$ cat src/rtl/mbox_if.sv
// Mailbox link between the client bridge (master) and the peer endpoint (slave).
interface mbox_if;
  logic [31:0] mbox_w_dat;
  logic        mbox_w_valid;
  logic        mbox_w_ready;
  logic        mbox_w_done;
  logic        mbox_w_abort;
  logic [31:0] mbox_r_dat;
  logic        mbox_r_valid;
  logic        mbox_r_ready;
  logic        mbox_r_done;
  logic        mbox_r_abort;

  modport master (
    output mbox_w_dat, mbox_w_valid, mbox_w_done, mbox_w_abort, mbox_r_ready,
    input  mbox_w_ready, mbox_r_dat, mbox_r_valid, mbox_r_done, mbox_r_abort
  );

  modport slave (
    input  mbox_w_dat, mbox_w_valid, mbox_w_done, mbox_w_abort, mbox_r_ready,
    output mbox_w_ready, mbox_r_dat, mbox_r_valid, mbox_r_done, mbox_r_abort
  );
endinterface

$ cat src/rtl/mbox_peer.sv
// Peer endpoint of the mailbox link: RX packet FIFO, TX output register
// and the two-way abort handshake.
module mbox_peer #(
  parameter  int unsigned DEPTH = 8,
  localparam int unsigned AW    = $clog2(DEPTH)
) (
  input  logic          aclk,
  input  logic          resetn,
  mbox_if.slave         mbox,
  output logic [31:0]   rx_data,
  output logic          rx_last,
  output logic          rx_valid,
  input  logic          rx_ready,
  output logic [AW:0]   rx_pkts,
  input  logic [31:0]   tx_data,
  input  logic          tx_last,
  input  logic          tx_valid,
  output logic          tx_ready,
  input  logic          abort_req,
  output logic          abort_busy,
  output logic          err
);
  localparam int unsigned PW = AW + 1;

  localparam logic [1:0] ST_IDLE      = 2'd0;
  localparam logic [1:0] ST_WAIT_ACK  = 2'd1;
  localparam logic [1:0] ST_FLUSH_ACK = 2'd2;
  localparam logic [1:0] ST_FLUSH     = 2'd3;

  logic [1:0]    r_state, w_state_nxt;
  logic [32:0]   r_mem [DEPTH];
  logic [AW:0]   r_wr_ptr, r_rd_ptr, r_rx_pkts;
  logic          r_have_word, r_err, r_tx_last;
  logic [31:0]   r_r_dat;
  logic          r_r_valid, r_r_done, r_r_abort;

  logic          w_idle, w_full, w_empty, w_flush;
  logic          w_wr, w_pop, w_pop_last, w_done_ok, w_done_bad;
  logic          w_abort_start, w_tx_load, w_tx_xfer, w_r_abort_nxt;
  logic [AW-1:0] w_wr_idx, w_rd_idx, w_prev_idx;

  assign w_idle     = (r_state == ST_IDLE);
  assign w_flush    = (r_state == ST_FLUSH) || (r_state == ST_FLUSH_ACK);
  assign w_wr_idx   = r_wr_ptr[AW-1:0];
  assign w_rd_idx   = r_rd_ptr[AW-1:0];
  assign w_prev_idx = w_wr_idx - AW'(1);
  assign w_full     = (r_wr_ptr[AW] != r_rd_ptr[AW]) && (w_wr_idx == w_rd_idx);
  assign w_empty    = (r_wr_ptr == r_rd_ptr);

  assign w_wr       = mbox.mbox_w_valid && mbox.mbox_w_ready;
  assign w_pop      = rx_valid && rx_ready;
  assign w_pop_last = w_pop && r_mem[w_rd_idx][32];
  // A done is only meaningful if some word arrived since the previous one.
  assign w_done_ok  = w_idle && mbox.mbox_w_done && (r_have_word || w_wr);
  assign w_done_bad = w_idle && mbox.mbox_w_done && !r_have_word && !w_wr;

  assign w_abort_start = w_idle && (mbox.mbox_w_abort || abort_req);
  assign w_tx_load     = tx_valid && tx_ready;
  assign w_tx_xfer     = r_r_valid && mbox.mbox_r_ready;

  assign mbox.mbox_w_ready = !w_full && w_idle;
  assign mbox.mbox_r_dat   = r_r_dat;
  assign mbox.mbox_r_valid = r_r_valid;
  assign mbox.mbox_r_done  = r_r_done;
  assign mbox.mbox_r_abort = r_r_abort;

  assign rx_valid   = !w_empty && w_idle;
  assign rx_data    = rx_valid ? r_mem[w_rd_idx][31:0] : 32'd0;
  assign rx_last    = rx_valid && r_mem[w_rd_idx][32];
  assign rx_pkts    = r_rx_pkts;
  assign tx_ready   = (!r_r_valid || mbox.mbox_r_ready) && w_idle;
  assign abort_busy = !w_idle;
  assign err        = r_err;

  // Abort handshake next-state and abort pulse request.
  always_comb begin
    w_state_nxt   = r_state;
    w_r_abort_nxt = 1'b0;
    case (r_state)
      ST_IDLE: begin
        if (mbox.mbox_w_abort) begin
          w_state_nxt = abort_req ? ST_FLUSH : ST_FLUSH_ACK;
        end else if (abort_req) begin
          w_state_nxt   = ST_WAIT_ACK;
          w_r_abort_nxt = 1'b1;
        end
      end
      ST_WAIT_ACK: begin
        if (mbox.mbox_w_abort) w_state_nxt = ST_FLUSH;
      end
      ST_FLUSH_ACK: begin
        w_state_nxt   = ST_IDLE;
        w_r_abort_nxt = 1'b1;
      end
      default: w_state_nxt = ST_IDLE;
    endcase
  end

  always_ff @(posedge aclk or negedge resetn) begin
    if (!resetn) begin
      r_state   <= ST_IDLE;
      r_r_abort <= 1'b0;
    end else begin
      r_state   <= w_state_nxt;
      r_r_abort <= w_r_abort_nxt;
    end
  end

  // FIFO storage; a bare done back-patches the last bit of the newest entry.
  always_ff @(posedge aclk) begin
    if (w_wr) begin
      r_mem[w_wr_idx] <= {w_done_ok, mbox.mbox_w_dat};
    end else if (w_done_ok) begin
      r_mem[w_prev_idx][32] <= 1'b1;
    end
  end

  always_ff @(posedge aclk or negedge resetn) begin
    if (!resetn) begin
      r_wr_ptr    <= '0;
      r_rd_ptr    <= '0;
      r_rx_pkts   <= '0;
      r_have_word <= 1'b0;
      r_err       <= 1'b0;
    end else if (w_flush) begin
      r_rd_ptr    <= r_wr_ptr;
      r_rx_pkts   <= '0;
      r_have_word <= 1'b0;
      r_err       <= 1'b0;
    end else begin
      if (w_wr)  r_wr_ptr <= r_wr_ptr + PW'(1);
      if (w_pop) r_rd_ptr <= r_rd_ptr + PW'(1);
      if (w_done_ok && !w_pop_last)      r_rx_pkts <= r_rx_pkts + PW'(1);
      else if (!w_done_ok && w_pop_last) r_rx_pkts <= r_rx_pkts - PW'(1);
      if (w_done_ok)  r_have_word <= 1'b0;
      else if (w_wr)  r_have_word <= 1'b1;
      if (w_done_bad) r_err <= 1'b1;
    end
  end

  // TX output register; a word finishing as an abort starts gets no done.
  always_ff @(posedge aclk or negedge resetn) begin
    if (!resetn) begin
      r_r_dat   <= '0;
      r_r_valid <= 1'b0;
      r_tx_last <= 1'b0;
      r_r_done  <= 1'b0;
    end else begin
      r_r_done <= w_tx_xfer && r_tx_last && w_idle && !w_abort_start;
      if (w_flush) begin
        r_r_valid <= 1'b0;
        r_tx_last <= 1'b0;
      end else if (w_tx_load) begin
        r_r_dat   <= tx_data;
        r_r_valid <= 1'b1;
        r_tx_last <= tx_last;
      end else if (w_tx_xfer) begin
        r_r_valid <= 1'b0;
        r_tx_last <= 1'b0;
      end
    end
  end
endmodule

$ cat src/flat_wrapper.sv
// flat-port wrapper written by rule: the top's interface ports become plain ports
module mbox_peer_flat 
#(
  parameter  int unsigned DEPTH = 8,
  localparam int unsigned AW    = $clog2(DEPTH)
)
  (aclk, resetn, rx_data, rx_last, rx_valid, rx_ready, rx_pkts, tx_data, tx_last, tx_valid, tx_ready, abort_req, abort_busy, err, mbox_mbox_w_dat, mbox_mbox_w_valid, mbox_mbox_w_done, mbox_mbox_w_abort, mbox_mbox_r_ready, mbox_mbox_w_ready, mbox_mbox_r_dat, mbox_mbox_r_valid, mbox_mbox_r_done, mbox_mbox_r_abort);
  mbox_if mbox_i ();
  input  logic aclk;
  input  logic resetn;
  output logic [31:0] rx_data;
  output logic rx_last;
  output logic rx_valid;
  input  logic rx_ready;
  output logic [AW:0] rx_pkts;
  input  logic [31:0] tx_data;
  input  logic tx_last;
  input  logic tx_valid;
  output logic tx_ready;
  input  logic abort_req;
  output logic abort_busy;
  output logic err;
  input wire logic [$bits(mbox_i.mbox_w_dat)-1:0] mbox_mbox_w_dat;
  input wire logic [$bits(mbox_i.mbox_w_valid)-1:0] mbox_mbox_w_valid;
  input wire logic [$bits(mbox_i.mbox_w_done)-1:0] mbox_mbox_w_done;
  input wire logic [$bits(mbox_i.mbox_w_abort)-1:0] mbox_mbox_w_abort;
  input wire logic [$bits(mbox_i.mbox_r_ready)-1:0] mbox_mbox_r_ready;
  output wire logic [$bits(mbox_i.mbox_w_ready)-1:0] mbox_mbox_w_ready;
  output wire logic [$bits(mbox_i.mbox_r_dat)-1:0] mbox_mbox_r_dat;
  output wire logic [$bits(mbox_i.mbox_r_valid)-1:0] mbox_mbox_r_valid;
  output wire logic [$bits(mbox_i.mbox_r_done)-1:0] mbox_mbox_r_done;
  output wire logic [$bits(mbox_i.mbox_r_abort)-1:0] mbox_mbox_r_abort;
  assign mbox_i.mbox_w_dat = mbox_mbox_w_dat;
  assign mbox_i.mbox_w_valid = mbox_mbox_w_valid;
  assign mbox_i.mbox_w_done = mbox_mbox_w_done;
  assign mbox_i.mbox_w_abort = mbox_mbox_w_abort;
  assign mbox_i.mbox_r_ready = mbox_mbox_r_ready;
  assign mbox_mbox_w_ready = mbox_i.mbox_w_ready;
  assign mbox_mbox_r_dat = mbox_i.mbox_r_dat;
  assign mbox_mbox_r_valid = mbox_i.mbox_r_valid;
  assign mbox_mbox_r_done = mbox_i.mbox_r_done;
  assign mbox_mbox_r_abort = mbox_i.mbox_r_abort;
  mbox_peer #(.DEPTH(DEPTH)) u_core (.aclk(aclk), .resetn(resetn), .mbox(mbox_i), .rx_data(rx_data), .rx_last(rx_last), .rx_valid(rx_valid), .rx_ready(rx_ready), .rx_pkts(rx_pkts), .tx_data(tx_data), .tx_last(tx_last), .tx_valid(tx_valid), .tx_ready(tx_ready), .abort_req(abort_req), .abort_busy(abort_busy), .err(err));
endmodule
$ cat config.mk
export PLATFORM = sky130hd
export DESIGN_NAME = mbox_peer_flat
export DESIGN_NICKNAME = d
export VERILOG_FILES = /design/src/rtl/mbox_if.sv /design/src/rtl/mbox_peer.sv /design/src/flat_wrapper.sv
export SDC_FILE = /design/constraint.sdc
export NUM_CORES = 1
export LEC_CHECK = 0
export CAP_MARGIN = 30
export CORE_MARGIN = 2
export CORE_UTILIZATION = 35
export CTS_CLUSTER_SIZE = 12
export DETAILED_ROUTE_END_ITERATION = 10
export HOLD_SLACK_MARGIN = 0.08
export PLACE_DENSITY_LB_ADDON = 0.08
export SYNTH_ARGS = -nofsm -noshare
export SYNTH_HDL_FRONTEND = slang
export SYNTH_SLANG_ARGS = --single-unit
$ cat constraint.sdc
create_clock -name aclk -period 4.6 [get_ports aclk]
set_input_delay 0.46 -clock aclk [delete_from_list [all_inputs] [get_ports aclk]]
set_output_delay 0.46 -clock aclk [all_outputs]
set_load 0.02 [all_outputs]
==> results.toml, run 1 <==
[outcome]
status = "finished, final reports clean"

[routing]
wirelength_um = 28600
vias_per_cell = 4.98
firstDrtPassIters = 5
drc_errors = 0
dr.first_iter.drc_count = 403
wl_per_cell_um = 21.3
ant_nets = 0
vias = 6692

[final_layout]
final_core_util_pct = 45.1
layout-drive-gt1-share_pct = 21.1
nets = 935
num-fill-cells = 3140
num_antenna_cells = 0
stdcell_count = 1343
regArea_mm2 = 0.00924
multi_input_area_mm2 = 0.00341
area_delta_synth_final_pct = 26.0

[clock_network]
post-cts-setup-buffers = 0
root_buffer = "clkbuf_16"
cts_resized = 0
clk_pin_slew_ns = 0.06
clock_latency_ns = 0.51
cts.sinks = 316
cts_buffer_depth = 3
cts_buffers = 37
cts_tree = "done"
holdBufCountCts = 1
h-tree-depth = 2

[synthesis]
ys.flop_type = "edfxtp_1"
synthAdderAreaFrac_pct = 0.744
yosysTopAreaCell = "edfxtp_1"
synthSimpleGateAreaFrac_pct = 5.24
yosysSeqAreaShare_pct = 72.2
yosys.area_share.xor_xnor_pct = 1.27
ys_types = 46
synth.area.mux_share_pct = 17.1
yosys_warnings = 0
yosysMostFrequentCell = "edfxtp_1"
syn_nets = 763
synth_top_family_by_area = "multiplexers"
postSynth.asyncResetShare_pct = 16.5
ys_ff_latch = 316
synth_top_area_share_pct = 62.0
synth_area_mm2 = 0.0128
synth_common_cells = "edfxtp_1 (264), mux4_2 (66), nor2_1 (62)"
syn_area_per_cell_um2 = 18.7
synth_area_leaders = "edfxtp_1 (62%), mux4_2 (12%), dfrtp_1 (10%)"
synth-compound-area-share_pct = 1.82
synth-edff-count = 264
syn_inst = 682

[global_routing]
first_global_vias = 7568
grt_max_degree = 54
grt-ovfl-total = 0
grtUsageTotal_pct = 15.5
grt_pass1_wl_um = 45100
antenna_found_initial = 0

[power]
p_int_mw = 6.43
power.share.sequential_pct = 39.4
finalPower_mw = 9.20
combPwrFrac_pct = 30.1
p_per_area_mw_per_mm2 = 572
netSwitchingFraction_pct = 30.2
p_sw_mw = 2.78
ir_worst_vdd_v = 0.000284
p_leak_nw = 5.41
pwr-share-clk_pct = 30.6

[timing]
min_period_ns = 3.74
relSlewSlack_pct = 45.0
maxSlewViolCount = 0
hold_viol_final = 0
fin_skew_ns = 0.0130
finalCritPeriodShare_pct = 81.4
rsz0062_at_grt = "no"
worst_slew_pin_slew_ns = 0.823
setup_tns_ns = 0
setup_violations = 0
max_freq_ghz = 0.267

[critical_path]
crit_buf_inv = 2
critPathArrivalTime_ns = 3.28
path_class = "flip-flop to output pin"
end_kind = "output pin"
rrSetupSlack_ns = 1.04
critPathRequiredTime_ns = 4.14
crit_chain = "buf_4 > mux4_2 > mux2i_1 > nor2_1 > clkdlybuf4s50_1"
cp_slowest_cell = "buf_4"
path_max_fanout = 51
critPathLaunchType = "flip-flop"
critPathTopFamily = "buffers and inverters"
max_stage_delay_ns = 0.71

[floorplanning]
rows = 69
coreArea_mm2 = 0.0357
io_pins = 151
dieArea_mm2 = 0.0381
start_util_pct = 35.8
fp.dieW_um = 195
die_h_um = 195

[placement]
numPortBuffers = 150
post-dp-hpwl_um = 16900
dp_cells = 1275
gp_routability_congestion = 0.805

[hold_path]
hold_class = "primary input to asynchronous set/reset pin"

[job]
drv_cap = 0
-- cell families after synthesis --
logic type | after synthesis
DFF | 316
and+or+nand+nor | 133
muxes | 132
buffers and inverters | 46
AOI/OAI and AO/OA | 32
xor gates and xnor gates | 16
adders and majority gates | 7
-- area by class of cell --
cell class	instances	area share, %
Timing Repair Buffer	169	10.4
Multi-Input combinational cell	320	21.2
Inverter	10	0.233
Sequential cell	316	57.4
Clock inverter	20	1.06
Clock buffer	47	6.25
Tap cell	461	3.58
-- worst paths after layout --
path                                            start                         end  cells past startpoint
max in group asynchronous                      resetn          u_core.r_rd_ptr[0]                      3
min in group aclk          u_core.mbox.mbox_r_dat[30]  u_core.mbox.mbox_r_dat[30]                      1
min                                            resetn  u_core.mbox.mbox_r_dat[10]                      2
max                                u_core.r_rd_ptr[1]                 rx_data[30]                      5
min reg2reg                u_core.mbox.mbox_r_dat[30]  u_core.mbox.mbox_r_dat[30]                      1
max reg2reg                        u_core.r_rd_ptr[1]           u_core.rx_pkts[3]                     12
-- worst register-to-register path, cell delays in order (launching register included) --
cell     delay [ns]
dfrtp_4        0.62
xor2_2         0.25
o41ai_4        0.81
and2b_1        0.26
nor2_1         0.07
ha_1           0.23
inv_1          0.10
ha_1           0.23
a21o_1         0.18
a21oi_1        0.16
xnor2_1        0.09
or3_1          0.30
a21oi_1        0.16
-- sequential cells by signal, summed over array words and instances (netlist names) --
name / flops
u_core.err: 1
u_core.mbox.mbox_r_abort: 1
u_core.mbox.mbox_r_dat: 32
u_core.mbox.mbox_r_done: 1
u_core.mbox.mbox_r_valid: 1
u_core.r_have_word: 1
u_core.r_mem: 264
u_core.r_rd_ptr: 4
u_core.r_state: 2
u_core.r_tx_last: 1
u_core.r_wr_ptr: 4
u_core.rx_pkts: 4
-- stage by stage --
step           hold WS [ns]  worst slack (ns)  instance area [µm²]
5_1_grt               0.390             0.743                16100
3_5_place_dp          0.360              1.07                14900
6_report              0.365             0.856                16100
4_1_cts               0.357             0.794                16100
2_1_floorplan         0.164             0.945                12800
3_3_place_gp          0.349              1.10                14900
-- placed cells by master (no fill, tap or decap), types with 5 or more instances in the layout --
cell type / n
clkbuf_1: 8
dfrtp_1: 49
mux4_2: 66
mux2i_1: 34
nand2_1: 16
xor2_1: 7
clkbuf_16: 39
edfxtp_1: 264
o21ai_0: 7
a21oi_1: 9
clkinv_1: 9
clkdlybuf4s50_1: 149
inv_1: 9
nor2_1: 57
and2_1: 34
clkinv_2: 6
nand3_1: 5
xnor2_1: 6
buf_4: 16
ha_1: 6
mux2_2: 32
nor2_4: 5
-- per-layer routing --
| metal | vias to the layer above | wire length (µm) | global-route usage, % |
|---|---|---|---|
| met3 | 49 | 1040 | 2.71 |
| met1 | 3500 | 12400 | 20.3 |
| met2 | 149 | 14500 | 26.5 |
| li1 | 2994 | - | - |
| met4 | 0 | 662 | 4.41 |
| met5 | - | 0 | 0 |
-- power groups by stage --
| stage | clock network, mW | registers (mW) | logic (mW) |
|---|---|---|---|
| 6_report | 2.81 | 3.62 | 2.77 |
| 5_1_grt | 2.99 | 3.66 | 3.00 |
| 4_1_cts | 2.89 | 3.63 | 2.84 |
| 3_5_place_dp | 0 | 3.69 | 2.83 |
| 3_3_place_gp | 0 | 3.67 | 2.80 |
| 2_1_floorplan | 0 | 3.65 | 1.82 |
No activity file was read; power rests on OpenSTA's default activity.
==> inputs of run 2 (changes only) <==
==> constraint.sdc (replaced) <==
create_clock -name aclk -period 3 [get_ports aclk]
set_input_delay 0.3 -clock aclk [delete_from_list [all_inputs] [get_ports aclk]]
set_output_delay 0.3 -clock aclk [all_outputs]
set_load 0.02 [all_outputs]
==> results.toml, run 2 (synthesized netlist as in run 1, its figures left out) <==
[floorplanning]
rows = 69
dieArea_mm2 = 0.0381
io_pins = 151
fp.dieW_um = 195
die_h_um = 195
coreArea_mm2 = 0.0357
start_util_pct = 35.8

[critical_path]
end_kind = "output pin"
path_class = "flip-flop to output pin"
rrSetupSlack_ns = 0.12
critPathLaunchType = "flip-flop"
critPathArrivalTime_ns = 2.61
path_max_fanout = 17
critPathRequiredTime_ns = 2.70

[final_layout]
layout_common_cells = "edfxtp_1 (264), clkdlybuf4s50_1 (117), mux4_2 (66)"
num_antenna_cells = 0
area_delta_synth_final_pct = 29.9
regMostFlops = "u_core.r_mem"
nets = 973
multi_input_area_mm2 = 0.00344
layout-drive-gt1-share_pct = 24.8
final_common_cell = "edfxtp_1"
regArea_mm2 = 0.00924
num-fill-cells = 3124
largest_reg_flops = 264

[timing]
max_freq_ghz = 0.344
relSlewSlack_pct = 50.3
setup_violations = 0
fin_skew_ns = 0.0209
hold_viol_final = 0
rsz0062_at_grt = "yes"
maxSlewViolCount = 0
min_period_ns = 2.91
finalCritPeriodShare_pct = 97.0
setup_tns_ns = 0
worst_slew_pin_slew_ns = 0.744

[power]
combPwrFrac_pct = 33.8
pwr-share-clk_pct = 29.0
power.share.sequential_pct = 37.3
ir_worst_vdd_v = 0.000374
p_leak_nw = 5.99
netSwitchingFraction_pct = 30.6
p_per_area_mw_per_mm2 = 876
p_sw_mw = 4.45
p_int_mw = 10.1
finalPower_mw = 14.5

[routing]
wl_per_cell_um = 22.8
vias_per_cell = 5.02
dr.first_iter.drc_count = 326
wirelength_um = 31500
ant_nets = 0
firstDrtPassIters = 5
drc_errors = 0
vias = 6923

[global_routing]
antenna_found_initial = 0
first_global_vias = 7459
grt_pass1_wl_um = 46200
grtUsageTotal_pct = 16.2
grt-ovfl-total = 0
grt_max_degree = 49

[placement]
numPortBuffers = 150
gp_routability_congestion = 0.782
post-dp-hpwl_um = 17900

[clock_network]
cts_buffer_depth = 3
root_buffer = "clkbuf_16"
cts.sinks = 316
cts_buffers = 36
clock_latency_ns = 0.52
cts_tree = "done"
clk_pin_slew_ns = 0.06
h-tree-depth = 2

[job]
drv_cap = 0

[hold_path]
hold_class = "primary input to asynchronous set/reset pin"

[outcome]
status = "finished, final reports clean"
## run 2: changes by cell type in the layout (fill, tap and decap cells not counted), sizes merged, moves of 3 or more
cell	change
buf	+36
clkbuf	+4
clkdlybuf4s50	-32
clkinv	-3
dlygate4sd2	+14
dlymetal6s2s	+18
## run 2: routing by layer
| layer | wire length [µm] | up-vias | global-route usage [%] |
|---|---|---|---|
| li1 | - | 3075 | - |
| met1 | 13600 | 3651 | 21.0 |
| met2 | 16100 | 159 | 28.7 |
| met3 | 1230 | 38 | 2.52 |
| met4 | 535 | 0 | 3.90 |
| met5 | 0 | - | 0 |
## run 2: final timing paths
check | from | endpoint | depth (start not counted)
min in group aclk | mbox_mbox_w_abort | u_core.mbox.mbox_r_done | 2
min | resetn | u_core.mbox.mbox_r_dat[14] | 2
max | u_core.r_rd_ptr[0] | rx_data[3] | 6
max reg2reg | u_core.r_rd_ptr[0] | u_core.rx_pkts[3] | 13
max in group asynchronous | resetn | u_core.r_state[1] | 4
min reg2reg | u_core.mbox.mbox_r_dat[11] | u_core.mbox.mbox_r_dat[11] | 1
## run 2: cell type report
type	instances	share of cell area [%]
Timing Repair Buffer	208	13.1
Sequential cell	316	55.6
Inverter	10	0.226
Clock buffer	48	6.07
Tap cell	461	3.47
Multi-Input combinational cell	320	20.7
Clock inverter	15	0.776
## run 2: repair_timing
item                       CTS  global route
hold buffers                 1             0
setup endpoints to repair   34            21
hold endpoints to repair    39             0
pin swaps                    0             6
buffers inserted             0            15
cloned                       2             3
resized for setup           24            30
## run 2: through the flow
stage / std cells / area (µm²) / util, % / hold slack, ns / setup slack [ns]
2_1_floorplan: 682 / 12800 / - / 0.00441 / -0.418
3_3_place_gp: 1293 / 15100 / 42.2 / 0.481 / 0.0719
3_5_place_dp: 1293 / 15100 / 42.2 / 0.492 / 0.0334
4_1_cts: 1359 / 16300 / 45.7 / 0.355 / -0.0978
5_1_grt: 1378 / 16600 / 46.5 / 0.174 / -0.0173
6_report: 1378 / 16600 / 46.5 / 0.178 / 0.0893
## run 2: worst max-delay path: stages, from the launching register on
cell,delay [ns]
dfrtp_4,0.50
buf_6,0.18
xor2_4,0.20
o41ai_4,0.33
clkbuf_16,0.29
nor2_1,0.07
clkdlybuf4s50_1,0.53
## run 2: power by group through the flow
stage          logic [mW]  registers (mW)  clock network [mW]
4_1_cts              4.70            5.45                4.33
6_report             4.91            5.42                4.21
2_1_floorplan        2.81            5.59                   0
3_5_place_dp         4.57            5.51                   0
3_3_place_gp         4.51            5.48                   0
5_1_grt              5.27            5.46                4.53
